$ cat src/rtl/debug_reg_dumper_if.sv
// -----------------------------------------------------------------------------
// debug_reg_dumper_if
//
// Purpose:
//   Bundles the dump control, the register-bank debug read port and the
//   byte-transmit handshake used by debug_reg_dumper.
//
// Signals:
//   i_start          - one-cycle dump request
//   o_busy           - dumper is not idle
//   o_done           - one-cycle pulse at the end of a dump
//   o_debug          - selects the debug address onto the decoder sr2 port
//   o_debug_reg_addr - register address driven to the decoder
//   i_debug_reg_data - combinational read data from the decoder
//   o_tx_data        - byte to the UART transmitter
//   o_tx_valid       - o_tx_data is valid
//   i_tx_ready       - transmitter accepts the byte this cycle
//
// Modports:
//   master - the dumper itself
//   slave  - the surrounding debug controller / decoder / transmitter
// -----------------------------------------------------------------------------
interface debug_reg_dumper_if #(
    parameter int NB_DATA           = 32,
    parameter int NB_ADDR_REGISTERS = 5,
    parameter int NB_BYTE           = 8
);
    logic                         i_start;
    logic                         o_busy;
    logic                         o_done;
    logic                         o_debug;
    logic [NB_ADDR_REGISTERS-1:0] o_debug_reg_addr;
    logic [NB_DATA-1:0]           i_debug_reg_data;
    logic [NB_BYTE-1:0]           o_tx_data;
    logic                         o_tx_valid;
    logic                         i_tx_ready;

    modport master (
        input  i_start,
        input  i_debug_reg_data,
        input  i_tx_ready,
        output o_busy,
        output o_done,
        output o_debug,
        output o_debug_reg_addr,
        output o_tx_data,
        output o_tx_valid
    );

    modport slave (
        output i_start,
        output i_debug_reg_data,
        output i_tx_ready,
        input  o_busy,
        input  o_done,
        input  o_debug,
        input  o_debug_reg_addr,
        input  o_tx_data,
        input  o_tx_valid
    );
endinterface

$ cat src/rtl/debug_reg_dumper.sv
// -----------------------------------------------------------------------------
// debug_reg_dumper
//
// Purpose:
//   Walks the register bank through the decoder debug read port and streams
//   every register out, MSB byte first, over a valid/ready byte handshake to
//   the debug UART transmitter. Intended to run only while the pipeline is
//   halted; the halt itself is sequenced elsewhere.
//
// Ports:
//   i_clk   - clock, rising-edge active
//   i_reset - asynchronous active-high reset; aborts any dump in progress
//   bus     - debug_reg_dumper_if.master (start/busy/done, debug read port,
//             transmit handshake)
//
// Configuration:
//   DEBUG_DUMP_CHECKSUM_EN - when defined, an XOR checksum byte over every
//   transmitted register byte is appended after the last register (CSUM
//   state). When undefined the dump ends directly after the last register.
// -----------------------------------------------------------------------------
module debug_reg_dumper #(
    parameter int NB_DATA           = 32,
    parameter int NB_ADDR_REGISTERS = 5,
    parameter int N_REGISTERS       = 32,
    parameter int NB_BYTE           = 8
) (
    input  logic                 i_clk,
    input  logic                 i_reset,
    debug_reg_dumper_if.master   bus
);

    localparam int N_BYTES = NB_DATA / NB_BYTE;
    localparam int NB_IDX  = (N_BYTES > 1) ? $clog2(N_BYTES) : 1;

    localparam logic [NB_IDX-1:0]            LAST_BYTE = NB_IDX'(N_BYTES - 1);
    localparam logic [NB_ADDR_REGISTERS-1:0] LAST_REG  = NB_ADDR_REGISTERS'(N_REGISTERS - 1);

    typedef enum logic [2:0] {
        ST_IDLE   = 3'd0,
        ST_SELECT = 3'd1,
        ST_SEND   = 3'd2,
`ifdef DEBUG_DUMP_CHECKSUM_EN
        ST_CSUM   = 3'd3,
`endif
        ST_DONE   = 3'd4
    } state_t;

    state_t                       state;
    state_t                       state_next;

    logic [NB_ADDR_REGISTERS-1:0] addr;
    logic [NB_IDX-1:0]            byte_idx;
    logic [NB_DATA-1:0]           word;

    logic                         tx_valid;
    logic [NB_BYTE-1:0]           tx_data;
    logic                         handshake;
    logic                         last_byte;
    logic                         last_reg;

`ifdef DEBUG_DUMP_CHECKSUM_EN
    logic [NB_BYTE-1:0]           csum;
`endif

    // Byte idx of the captured word, counted from the MSB end.
    function automatic logic [NB_BYTE-1:0] byte_at(input logic [NB_DATA-1:0] w,
                                                   input logic [NB_IDX-1:0]  idx);
        logic [NB_DATA-1:0] shifted;
        shifted = w << (int'(idx) * NB_BYTE);
        return shifted[NB_DATA-1 -: NB_BYTE];
    endfunction

    assign handshake = tx_valid & bus.i_tx_ready;
    assign last_byte = (byte_idx == LAST_BYTE);
    assign last_reg  = (addr == LAST_REG);

    // ---------------------------------------------------------------------
    // State register
    // ---------------------------------------------------------------------
    always_ff @(posedge i_clk or posedge i_reset) begin
        if (i_reset) begin
            state <= ST_IDLE;
        end else begin
            state <= state_next;
        end
    end

    // ---------------------------------------------------------------------
    // Next-state logic
    // ---------------------------------------------------------------------
    always_comb begin
        state_next = state;
        case (state)
            ST_IDLE: begin
                if (bus.i_start) begin
                    state_next = ST_SELECT;
                end
            end
            // One cycle for the debug address to reach the bank read mux.
            ST_SELECT: begin
                state_next = ST_SEND;
            end
            ST_SEND: begin
                if (handshake && last_byte) begin
                    if (last_reg) begin
`ifdef DEBUG_DUMP_CHECKSUM_EN
                        state_next = ST_CSUM;
`else
                        state_next = ST_DONE;
`endif
                    end else begin
                        state_next = ST_SELECT;
                    end
                end
            end
`ifdef DEBUG_DUMP_CHECKSUM_EN
            ST_CSUM: begin
                if (handshake) begin
                    state_next = ST_DONE;
                end
            end
`endif
            // i_start here is deliberately not looked at; a new dump has to
            // be requested from IDLE.
            ST_DONE: begin
                state_next = ST_IDLE;
            end
            default: begin
                state_next = ST_IDLE;
            end
        endcase
    end

    // ---------------------------------------------------------------------
    // Outputs (decoded from the registered state, so reset clears them
    // immediately without waiting for a clock edge)
    // ---------------------------------------------------------------------
    always_comb begin
        tx_valid             = 1'b0;
        tx_data              = '0;
        bus.o_busy           = (state != ST_IDLE);
        bus.o_debug          = (state != ST_IDLE);
        bus.o_done           = (state == ST_DONE);
        bus.o_debug_reg_addr = '0;
        if (state != ST_IDLE) begin
            bus.o_debug_reg_addr = addr;
        end
        case (state)
            ST_SEND: begin
                tx_valid = 1'b1;
                tx_data  = byte_at(word, byte_idx);
            end
`ifdef DEBUG_DUMP_CHECKSUM_EN
            ST_CSUM: begin
                tx_valid = 1'b1;
                tx_data  = csum;
            end
`endif
            default: begin
                tx_valid = 1'b0;
                tx_data  = '0;
            end
        endcase
    end

    assign bus.o_tx_valid = tx_valid;
    assign bus.o_tx_data  = tx_data;

    // ---------------------------------------------------------------------
    // Walk counters: register address and byte index within the word
    // ---------------------------------------------------------------------
    always_ff @(posedge i_clk or posedge i_reset) begin
        if (i_reset) begin
            addr     <= '0;
            byte_idx <= '0;
        end else begin
            case (state)
                ST_IDLE: begin
                    if (bus.i_start) begin
                        addr <= '0;
                    end
                end
                ST_SELECT: begin
                    byte_idx <= '0;
                end
                ST_SEND: begin
                    if (handshake) begin
                        if (!last_byte) begin
                            byte_idx <= byte_idx + 1'b1;
                        end else if (!last_reg) begin
                            // The last-register compare ends the dump, so
                            // addr never wraps.
                            addr <= addr + 1'b1;
                        end
                    end
                end
                default: begin
                end
            endcase
        end
    end

    // ---------------------------------------------------------------------
    // Word capture: sampled once in SELECT so later bank writes cannot
    // change a word that is already being transmitted.
    // ---------------------------------------------------------------------
    always_ff @(posedge i_clk) begin
        if (state == ST_SELECT) begin
            word <= bus.i_debug_reg_data;
        end
    end

`ifdef DEBUG_DUMP_CHECKSUM_EN
    // ---------------------------------------------------------------------
    // Running XOR of every register byte accepted by the transmitter
    // ---------------------------------------------------------------------
    always_ff @(posedge i_clk or posedge i_reset) begin
        if (i_reset) begin
            csum <= '0;
        end else if (state == ST_IDLE && bus.i_start) begin
            csum <= '0;
        end else if (state == ST_SEND && handshake) begin
            csum <= csum ^ tx_data;
        end
    end
`endif

endmodule
$ cat src/flat_wrapper.sv
// flat-port wrapper written by rule: the top's interface ports become plain ports
module debug_reg_dumper_flat 
#(
    parameter int NB_DATA           = 32,
    parameter int NB_ADDR_REGISTERS = 5,
    parameter int N_REGISTERS       = 32,
    parameter int NB_BYTE           = 8
)
  (i_clk, i_reset, bus_i_start, bus_i_debug_reg_data, bus_i_tx_ready, bus_o_busy, bus_o_done, bus_o_debug, bus_o_debug_reg_addr, bus_o_tx_data, bus_o_tx_valid);
  debug_reg_dumper_if #(.NB_DATA(NB_DATA), .NB_ADDR_REGISTERS(NB_ADDR_REGISTERS), .NB_BYTE(NB_BYTE)) bus_i ();
  input  logic i_clk;
  input  logic i_reset;
  input wire logic [$bits(bus_i.i_start)-1:0] bus_i_start;
  input wire logic [$bits(bus_i.i_debug_reg_data)-1:0] bus_i_debug_reg_data;
  input wire logic [$bits(bus_i.i_tx_ready)-1:0] bus_i_tx_ready;
  output wire logic [$bits(bus_i.o_busy)-1:0] bus_o_busy;
  output wire logic [$bits(bus_i.o_done)-1:0] bus_o_done;
  output wire logic [$bits(bus_i.o_debug)-1:0] bus_o_debug;
  output wire logic [$bits(bus_i.o_debug_reg_addr)-1:0] bus_o_debug_reg_addr;
  output wire logic [$bits(bus_i.o_tx_data)-1:0] bus_o_tx_data;
  output wire logic [$bits(bus_i.o_tx_valid)-1:0] bus_o_tx_valid;
  assign bus_i.i_start = bus_i_start;
  assign bus_i.i_debug_reg_data = bus_i_debug_reg_data;
  assign bus_i.i_tx_ready = bus_i_tx_ready;
  assign bus_o_busy = bus_i.o_busy;
  assign bus_o_done = bus_i.o_done;
  assign bus_o_debug = bus_i.o_debug;
  assign bus_o_debug_reg_addr = bus_i.o_debug_reg_addr;
  assign bus_o_tx_data = bus_i.o_tx_data;
  assign bus_o_tx_valid = bus_i.o_tx_valid;
  debug_reg_dumper #(.NB_DATA(NB_DATA), .NB_ADDR_REGISTERS(NB_ADDR_REGISTERS), .N_REGISTERS(N_REGISTERS), .NB_BYTE(NB_BYTE)) u_core (.i_clk(i_clk), .i_reset(i_reset), .bus(bus_i));
endmodule
$ cat config.mk
export PLATFORM = sky130hd
export DESIGN_NAME = debug_reg_dumper_flat
export DESIGN_NICKNAME = d
export VERILOG_FILES = /design/src/rtl/debug_reg_dumper_if.sv /design/src/rtl/debug_reg_dumper.sv /design/src/flat_wrapper.sv
export SDC_FILE = /design/constraint.sdc
export NUM_CORES = 1
export LEC_CHECK = 0
export BUFFER_PORTS_ARGS = -buffer_cell sky130_fd_sc_hd__buf_2
export CAP_MARGIN = 10
export CORE_MARGIN = 5
export CORE_UTILIZATION = 35
export CTS_BUF_LIST = sky130_fd_sc_hd__clkbuf_4 sky130_fd_sc_hd__clkbuf_8 sky130_fd_sc_hd__clkbuf_16
export DETAILED_ROUTE_END_ITERATION = 7
export GPL_TIMING_DRIVEN = 0
export HOLD_SLACK_MARGIN = 0.1
export SETUP_SLACK_MARGIN = 0.15
export SLEW_MARGIN = 30
export SYNTH_ARGS = -nofsm -noshare
export SYNTH_HDL_FRONTEND = slang
export SYNTH_SLANG_ARGS = --single-unit
$ cat constraint.sdc
create_clock -name i_clk -period 2.94 [get_ports i_clk]
set_input_delay 0.294 -clock i_clk [delete_from_list [all_inputs] [get_ports i_clk]]
set_output_delay 0.294 -clock i_clk [all_outputs]
set_load 0.02 [all_outputs]
**Word level (Yosys, flattened, before mapping)**

Index checks and enable logic that the tools add are counted.

- Add/sub/neg operators: 2
- Equal/unequal tests: 11
- Shifts and indexed selects: 1
- Mux-type cells: 15
- Bitwise gates (word level): 1
- Reductions and logical operators: 8

Operator list:

| operator | count |
|---|---|
| left shift 32 x 5 -> 32 bit | 1 |
| two-way mux 5 bit | 5 |
| one-hot mux 5 bit (2 select lines) | 1 |
| two-way mux 3 bit | 3 |
| one-hot mux 3 bit (3 select lines) | 1 |
| two-way mux 8 bit | 1 |
| inequality test 2 x 1 -> 1 bit (second input constant) | 3 |
| inequality test 2 bit (second input constant) | 3 |
| adder 5 x 1 -> 5 bit (second input constant) | 1 |
| equality test 5 bit (second input constant) | 1 |
| AND reduction 5 bit | 1 |
| two-way mux 2 bit | 2 |
| one-hot mux 2 bit (2 select lines) | 1 |
| nonzero test 2 bit | 2 |
| equality test 3 x 1 -> 1 bit (second input constant) | 1 |
| equality test 3 x 2 -> 1 bit (second input constant) | 1 |
| equality test 3 bit (second input constant) | 1 |
| zero test 3 bit | 1 |
| AND reduction 3 bit | 1 |
| nonzero test 3 bit | 1 |
| adder 2 x 1 -> 2 bit (second input constant) | 1 |
| equality test 2 bit (second input constant) | 1 |
| AND reduction 2 bit | 1 |
| bitwise AND 1 bit | 1 |
| other kinds (2) | 2 |

- Register bits after elaboration: 42
- Bits of input ports: 36
- Output and inout port bits: 17
- Word-level logic and storage cells: 42

**Depth between registers and ports, before layout**

Gate-level depths: netlist of run 1.

- Depth in word-level cells: 6
- Mapped depth: 6
- Mapped depth without buffers: 6

**Worst setup path after synthesis of run 1**

No wires, ideal clock.

- Kind: register to register
- Start point: register u_core.state[1]
- End point: register u_core.word[0], enable pin
- Setup time: 387 ps
- Arrival time: 1595 ps
- Data required time: 2553 ps
- Setup slack: 959 ps
- Stages on the path, launching flop included: 4
- Buffers on the path: 1
- Clock period less this slack: 1981 ps
- Path through: dfrtp_1 -> buf_4 -> or3b_1 -> inv_1

- Word-level cells in the longest chain between the ends: 1

Ends and longest elaborated chain:

| element | line | RTL |
|---|---|---|
| start: declaration | debug_reg_dumper.sv:48 | `state_t state;` |
| start signal: assignment | debug_reg_dumper.sv:84 | `state <= state_next;` |
| equality test 3 x 1 -> 1 bit | debug_reg_dumper.sv:208 | `if (state == ST_SELECT) begin` |
| end signal: assignment | debug_reg_dumper.sv:209 | `word <= bus.i_debug_reg_data;` |
| end: declaration | debug_reg_dumper.sv:53 | `logic [NB_DATA-1:0] word;` |

No other way between the ends.
A chain may end at the register's enable or synchronous reset.

**Worst setup path after layout of run 1**

- Start point: register u_core.byte_idx[1]
- End point: output port bus_o_tx_data[4]

- Word-level cells in the longest chain between the ends: 2

Ends and longest elaborated chain:

| element | line | RTL |
|---|---|---|
| start: declaration | debug_reg_dumper.sv:52 | `logic [NB_IDX-1:0] byte_idx;` |
| start signal: assignment | debug_reg_dumper.sv:189 | `byte_idx <= byte_idx + 1'b1;` |
| left shift 32 x 5 -> 32 bit | debug_reg_dumper.sv:69 | `shifted = w << (int'(idx) * NB_BYTE);` |
| two-way mux 8 bit | debug_reg_dumper.sv:148 | `case (state)` |
| end: declaration | flat_wrapper.sv:20 | `output wire logic [$bits(bus_i.o_tx_data)-1:0] bus_o_tx_data;` |

No other way between the ends.

==> results.env, run 1 <==
POST-DP-HPWL_MM=2.59
DIE_AREA_UM2=6820
VDD.IR_DROP.WORST_V=0.000413
RR_STARTPOINT='u_core.addr[0]'
MAXIMUM_NUMBER_OF_PINS_ON_ONE_NET_BEFORE_GLOBAL_ROUTE_REPAIR=33
CTSROOTBUFFERMASTER='clkbuf_8'
PIN_COUNT=53
SYNTHDOMINANTCELLAREASHARE_PCT=52.1
GRT_SETUP_UNREPAIRED='false'
LAYOUT.CELLS.MOST_COMMON_LIST='52 x buf_2, 32 x edfxtp_1, 10 x dfrtp_1, 9 x nand2_1'
LAYOUT.NETS=215
DRT-TOTAL-WL_MM=3.40
FINALPOWER_mW=2.06
SEQ_AREA_FRAC_SYNTH_PCT=65.7
FF2FF_SETUP_SLACK_NS=1.00
GRT_FIRST_PASS_WIRELENGTH_MM=5.55
GRT_OVERFLOW=0
POST-ROUTE-DRC-COUNT=0
CTS_TREE='yes'
MAXSLEWHEADROOM_PCT=57.8
VIA_COUNT=1137
DRT_PRE_ANTENNA_ITERS=3
CRITICAL_PATH.STARTPOINT='u_core.byte_idx[1]'
DRT.ANTENNA.VIOLATING_NETS=0
FLOW.AREA_GROWTH_FROM_SYNTHESIS_PCT=25.6
REGAREA_UM2=1210
SYNTHMUXAREASHARE_PCT=10.9
CLK-INSERTION-DELAY-LATE_NS=0.29
YOSYSWARNINGCOUNT=0
SYNTH.TOP_CELLS.BY_AREA='edfxtp_1 52%, dfrtp_1 14%, mux4_2 9.8%'
MIN_DELAY_PATH_DEPTH=1
CHIPWIDTH_UM=82.6
CLK_PIN_SLEW_NS=0.08
SLEW_WORST_PIN_NS=0.632
LAYOUT.CELLS.MOST_COMMON='buf_2'
WORSTHOLDENDPOINT='u_core.word[16]'
CPPEAKSTAGEDELAY_NS=0.45
POST-ROUTE-PERIOD-UTIL_PCT=71.1
SYNTH-ADDER-AREA-SHARE_PCT=2.04
POWER.SWITCHING_mW=0.673
SYNTH_CELL_TYPES=34
CLOCK_POWER_SHARE_PCT=22.0
POST_CTS_RESIZED=0
GRT_UTIL_ALL_LAYERS_PCT=10.9
NUMCLOCKSINKS=42
CELL_TYPE_CONTRIBUTING_THE_MOST_TOTAL_CELL_AREA_AFTER_SYNTHESIS='edfxtp_1'
FINAL.SETUP_SKEW_NS=0.00830
SYN_NETS=155
ROUTABILITYCONGESTION=0.807
SYN-MEAN-INSTANCE-AREA_UM2=15.9
AVGVIACOUNTPERCELL=4.60
SETUP_VIOL_COUNT_FINAL=0
ANTENNA_FOUND_INITIAL=0
HOLD_VIOL_FINAL=0
FLOORPLAN.INITIALDENSITY_PCT=36.1
FLOORPLAN.CORE_AREA_UM2=5110
STATIC-LEAKAGE-POWER_nW=0.966
TRITONCTS.NUM_BUFFERS=5
FIN_CRIT_NS=2.09
PLACEMENTROWS=26
WORSTSETUPENDPOINTTYPE='output port'
MAIN_COMBINATIONAL_CELL_FAMILY_BY_AREA_AFTER_SYNTHESIS='simple AND/OR/NAND/NOR gates'
TIMING.MAX_CAP.VIOLATIONS=0
HOLD_CLASS='primary input to flop'
VIOLATION_COUNT_AFTER_THE_FIRST_DETAILED_ROUTE_ITERATION=22
COMB_POWER_SHARE_PCT=37.1
YOSYS.AREA_SHARE.SIMPLE_PCT=12.4
CRIT_FANOUT=9
POST_CTS_REPAIR_SETUP_BUFFERS=0
TIMING.REG2REG.WORST_PATH_DEPTH=6
STATUS='completed'
FINAL.SETUP.TNS_NS=0
CTSHOLDBUFFERS=1
POWER.SWITCHING_FRACTION_PCT=32.6
FINAL_MAX_SLEW_VIOL_COUNT=0
CRITICAL_PATH.STARTPOINT_TYPE='flop'
CRIT_BUF_INV=2
FMAXACHIEVABLE_MHz=479
FINAL_CRITICAL_PATH_SETUP_SLACK_NS=0.850
SYN-CELL-AREA_UM2=1840
SEQ_POWER_SHARE_PCT=41.0
INTPOWER_mW=1.39
RR_ENDPOINT='u_core.addr[0]'
POST_SYNTH_INST_COUNT=116
POST_DRT_WL_PER_CELL_UM=13.8
POWER_DENSITY_nW_PER_UM2=891
H-TREE-DEPTH=2
SYNTH_COMPOUND_GATE_AREA_SHARE_PCT=5.16
CTSLONGESTPATHBUFFERS=2
DIE_HEIGHT_UM=82.6
FIRST_GLOBAL_VIAS=1244
DRIVE_ABOVE_1_SHARE_PCT=45.8
PATH_CLASS='flop to output port'
STARTPOINT_OF_THE_MOST_CRITICAL_HOLD_PATH='bus_i_debug_reg_data[16]'
CRITICAL_PATH.SLOWEST_CELL='clkbuf_1'
NUMBER_OF_ANTENNA_REPAIR_DIODES=0
WORSTPATHREQUIRED_NS=2.65
SYNTH.FF_LATCH_COUNT=42
PATH_CELLS='clkbuf_1, mux4_2, and2_1, buf_2'
POST-PLACE-WS_NS=1.02
CPLARGESTDELAYFAMILY='buffers and inverters'
AREA_OF_THE_MULTI_INPUT_GATES_UM2=561
PORT_BUFFERS=52
SYNTH_XOR_XNOR_AREA_SHARE_PCT=0
FILL_CELLS=494
CRIT_ARRIVAL_NS=1.80
## final cells by class
cell class	count	share of cell area (%)
Sequential cell	42	52.3
Multi-Input combinational cell	61	24.2
Timing Repair Buffer	53	11.7
Tap cell	70	3.78
Clock buffer	6	3.30
Buffer	5	1.78
Clock inverter	2	1.62
Inverter	8	1.30
## metrics by stage
stage	cells	hold WS (ns)	cell area (µm²)	utilization (%)
floorplan	116	0.134	1840	-
global placement	238	0.284	2190	42.9
detailed placement	238	0.295	2190	42.9
CTS	247	0.168	2310	45.3
global route	247	0.163	2310	45.3
finish	247	0.179	2310	45.3
## how the worst max path moves through the flow
stage,to,depth (start not counted)
after global placement,u_core.word[12],3
after CTS,bus_o_tx_data[4],4
after global routing,bus_o_tx_data[0],4
final,bus_o_tx_data[4],4
after floorplan,u_core.word[0],3
after detailed placement,u_core.addr[0],6
## cells in the mapped netlist (all sizes together)
master / count
edfxtp: 32
dfrtp: 10
nand2: 9
and2: 8
inv: 8
mux4: 8
buf: 4
nor2: 4
a21oi: 3
ha: 3
nor2b: 3
nor3: 3
a31oi: 2
mux2i: 2
nand2b: 2
o2bb2ai: 2
or3b: 2
a221oi: 1
a41o: 1
and3: 1
and3b: 1
clkbuf: 1
nand3b: 1
nand4: 1
nor3b: 1
o21ai: 1
o311ai: 1
or2: 1
## power by group through the flow
stage	sequential, mW	clock, mW	combinational (mW)
finish	0.845	0.454	0.764
global placement	0.854	0	0.764
detailed placement	0.860	0	0.784
CTS	0.847	0.464	0.787
global route	0.861	0.486	0.843
floorplan	0.845	0	0.579
## metal layers
metal | track usage [%] | up-vias | routed length, µm
met3 | 4.12 | 2 | 257
met4 | 1.96 | 0 | 8
met1 | 12.9 | 545 | 1430
met5 | 0 | - | 0
li1 | - | 551 | -
met2 | 18.9 | 39 | 1710
## kinds of logic (layout without fill, tap and decap cells)
logic type,after synthesis,in the layout
and+or+nand+nor,37,37
buffers and inverters,13,74
AOI/OAI and AO/OA,11,11
adders and majority gates,3,3
muxes,10,10
DFF,42,42
## sequential cells by signal (all words and copies together) (netlist names)
name	count
u_core.word	32
u_core.addr	5
u_core.state	3
u_core.byte_idx	2
## worst register-to-register path, cell delays in order, from the launching register on
cell,delay [ns]
dfrtp_1,0.44
ha_1,0.25
and3_1,0.20
ha_1,0.23
nand3b_1,0.23
a221oi_4,0.35
a21oi_1,0.12
(Power assumes the default switching activity.)
==> run 2: changes to the inputs <==
==> constraint.sdc (replaced) <==
create_clock -name i_clk -period 1.9 [get_ports i_clk]
set_input_delay 0.19 -clock i_clk [delete_from_list [all_inputs] [get_ports i_clk]]
set_output_delay 0.19 -clock i_clk [all_outputs]
set_load 0.02 [all_outputs]
==> run 2 against run 1 <==
Via count up 18%. Hold slack better by 0.049 ns. Die area unchanged. Count of clock-buffer cells in the layout unchanged. Final area up 27%. Power up 84%.
==> results.env, run 2 (synthesis results as in run 1) <==
FINALINSTANCEAREA_UM2=2930  # was 2310 µm²
PLACEMENTROWS=26  # unchanged
FLOORPLAN.INITIALDENSITY_PCT=36.1  # unchanged
STATUS='completed'  # unchanged
DP_CELLS=238  # unchanged
FILL_CELLS=420  # was 494
STATIC-LEAKAGE-POWER_nW=1.21  # was 0.966 nW
CLK_PIN_SLEW_NS=0.08  # about the same
RR_ENDPOINT='u_core.addr[0]'  # unchanged
HOLD_VIOL_FINAL=0  # unchanged
MAXSLEWHEADROOM_PCT=73.0  # was 57.8%
COMB_POWER_SHARE_PCT=47.0  # was 37.1%
FINAL_MAX_SLEW_VIOL_COUNT=0  # unchanged
PLACED_AREA_UM2=2190  # about the same
LARGEST_REGISTER_FF_COUNT=32  # unchanged
FIN_CRIT_NS=1.83
CRITICAL_PATH.SLOWEST_CELL='mux4_2'  # was clkbuf_1
LEADING_REGISTERS_BY_FLOP_COUNT='u_core.word (32), u_core.addr (5), u_core.state (3)'  # unchanged
LARGEST_REGISTER='u_core.word'  # unchanged
FINAL.SETUP_SKEW_NS=0.00791  # was 0.00830 ns
SEQ_POWER_SHARE_PCT=34.4  # was 41.0%
WORSTHOLDENDPOINT='u_core.addr[2]'  # was u_core.word[16]
VIOLATION_COUNT_AFTER_THE_FIRST_DETAILED_ROUTE_ITERATION=31  # was 22
CLK-INSERTION-DELAY-LATE_NS=0.29  # about the same
PORT_BUFFERS=52  # unchanged
POST-ROUTE-PERIOD-UTIL_PCT=96.2
FF2FF_SETUP_SLACK_NS=0.14  # was 1.00 ns
POST_DRT_WL_PER_CELL_UM=14.4  # was 13.8 µm
CTSROOTBUFFERMASTER='clkbuf_8'  # unchanged
CRITICAL_PATH.STARTPOINT_TYPE='flop'  # unchanged
DRT-TOTAL-WL_MM=4.23  # was 3.40 mm
GRT_OVERFLOW=0  # unchanged
LAYOUT.CELLS.MOST_COMMON='buf_2'  # unchanged
MAXIMUM_NUMBER_OF_PINS_ON_ONE_NET_BEFORE_GLOBAL_ROUTE_REPAIR=17  # was 33
TIMING.REG2REG.WORST_PATH_DEPTH=6  # unchanged
RR_STARTPOINT='u_core.addr[1]'  # was u_core.addr[0]
DRIVE_ABOVE_1_SHARE_PCT=50.9  # was 45.8%
REGAREA_UM2=1210  # about the same
AREA_OF_THE_MULTI_INPUT_GATES_UM2=631  # was 561 µm²
DIE_AREA_UM2=6820  # unchanged
POWER_DENSITY_nW_PER_UM2=1300  # was 891 nW/µm²
CRIT_FANOUT=5  # was 9
WORSTPATHREQUIRED_NS=1.71  # was 2.65 ns
ANTENNA_FOUND_INITIAL=0  # unchanged
TRITONCTS.NUM_BUFFERS=5  # unchanged
FLOORPLAN.CORE_AREA_UM2=5110  # unchanged
MIN_DELAY_PATH_DEPTH=4  # was 1
STARTPOINT_OF_THE_MOST_CRITICAL_HOLD_PATH='bus_i_tx_ready'  # was bus_i_debug_reg_data[16]
SETUP_VIOL_COUNT_FINAL=0  # unchanged
POST-DP-HPWL_MM=2.62  # was 2.59 mm
FLOW.AREA_GROWTH_FROM_SYNTHESIS_PCT=58.9  # was 25.6%
POST-ROUTE-DRC-COUNT=0  # unchanged
FINALPOWER_mW=3.80  # was 2.06 mW
LAYOUT.NETS=262  # was 215
CRIT_BUF_INV=2  # unchanged
H-TREE-DEPTH=2  # unchanged
POWER.SWITCHING_FRACTION_PCT=31.5  # was 32.6%
LAYOUT.CELLS.MOST_COMMON_LIST='42 x buf_2, 33 x dlygate4sd3_1, 32 x edfxtp_1, 13 x buf_4, 12 x buf_6'  # was 52 x buf_2, 32 x edfxtp_1, 10 x dfrtp_1, 9 x nand2_1
GRT_UTIL_ALL_LAYERS_PCT=13.0  # was 10.9%
ROUTABILITYCONGESTION=0.801  # was 0.807
CPPEAKSTAGEDELAY_NS=0.48  # was 0.45 ns
PATH_CLASS='flop to output port'  # unchanged
PATH_CELLS='clkbuf_16, mux4_2, and2_4, buf_6'  # was clkbuf_1, mux4_2, and2_1, buf_2
POWER.SWITCHING_mW=1.20  # was 0.673 mW
AVGVIACOUNTPERCELL=4.56  # was 4.60
GRT_FIRST_PASS_WIRELENGTH_MM=6.62  # was 5.55 mm
CTS_TREE='yes'  # unchanged
VIA_COUNT=1342  # was 1,137
PIN_COUNT=53  # unchanged
FMAXACHIEVABLE_MHz=547
SLEW_WORST_PIN_NS=0.404  # was 0.632 ns
VDD.IR_DROP.WORST_V=0.000647  # was 0.000413 V
CLOCK_POWER_SHARE_PCT=18.5  # was 22.0%
DIE_HEIGHT_UM=82.6  # unchanged
CRIT_ARRIVAL_NS=1.64  # was 1.80 ns
FIRST_GLOBAL_VIAS=1442  # was 1,244
INTPOWER_mW=2.60  # was 1.39 mW
WORSTSETUPENDPOINTTYPE='output port'  # unchanged
WORST_HOLD_SLACK_NS=0.228  # was 0.179 ns
CTSLONGESTPATHBUFFERS=2  # unchanged
TIMING.MAX_CAP.VIOLATIONS=0  # unchanged
DRT.ANTENNA.VIOLATING_NETS=0  # unchanged
GRT_SETUP_UNREPAIRED='true'  # was false
CHIPWIDTH_UM=82.6  # unchanged
HOLD_CLASS='primary input to flop'  # unchanged
NUMBER_OF_ANTENNA_REPAIR_DIODES=0  # unchanged
POST_LAYOUT_NONFILLER_INSTANCES=294  # was 247
FINAL.SETUP.TNS_NS=0  # unchanged
DRT_PRE_ANTENNA_ITERS=4  # was 3
NUMCLOCKSINKS=42  # unchanged
CPLARGESTDELAYFAMILY='multiplexers'  # was buffers and inverters
==> run 2: area by class of cell <==
cell class                 instances  share of cell area [%]
clock buffer                       6                    2.61
timing repair inverter             1                   0.256
tap                               70                    2.99
multi-input combinational         61                    21.5
buffer                             5                    1.88
sequential                        42                    41.4
clock inverter                     2                    1.28
inverter                           8                    1.15
timing repair buffer              99                    26.9
==> run 2: power groups by stage <==
stage               Combinational [mW]  Clock [mW]  Sequential [mW]
floorplan                        0.903           0             1.31
global placement                  1.19           0             1.32
detailed placement                1.21           0             1.33
CTS                               1.38       0.727             1.30
global route                      1.93       0.762             1.33
finish                            1.79       0.704             1.31
==> run 2: what timing repair did <==
item,CTS,global route
setup buffers,5,8
gates cloned,1,1
setup endpoints to repair,48,47
resized for setup,10,35
hold buffers,33,0
pin swaps,4,14
endpoints found under the hold margin,42,0
==> run 2: how the worst max path moves through the flow <==
stage	start	end	slack [ns]	depth (start not counted)
final	u_core.byte_idx[0]	bus_o_tx_data[5]	0.07	4
after global routing	u_core.byte_idx[0]	bus_o_tx_data[0]	0.006	4
after CTS	u_core.byte_idx[0]	bus_o_tx_data[7]	0.01	4
after detailed placement	u_core.addr[0]	u_core.addr[4]	-0.01	6
after global placement	u_core.addr[0]	u_core.addr[0]	0.005	6
after floorplan	u_core.addr[0]	u_core.addr[1]	0.15	6
==> run 2: per-layer routing <==
metal | track usage, % | up-vias | share of wire (%)
li1 | - | 649 | -
met1 | 15.7 | 649 | 40
met2 | 23.2 | 44 | 53
met3 | 3.80 | 0 | 6.7
met4 | 1.96 | 0 | 0
met5 | 0 | - | 0
==> run 2: worst reg2reg max path, stage by stage, from the launching register on <==
cell and delay, ns:
dfrtp_1 0.39, ha_2 0.20, and3_4 0.18, ha_4 0.16, nand3b_1 0.21, a221oi_4 0.37
a21oi_1 0.12
==> run 2: per-stage QoR <==
step / setup slack, ns / utilization [%]
finish: 0.0715 / 57.3
global route: 0.00583 / 57.3
CTS: 0.0122 / 53.1
detailed placement: -0.0139 / 43.0
global placement: 0.00510 / 43.0
floorplan: 0.152 / -
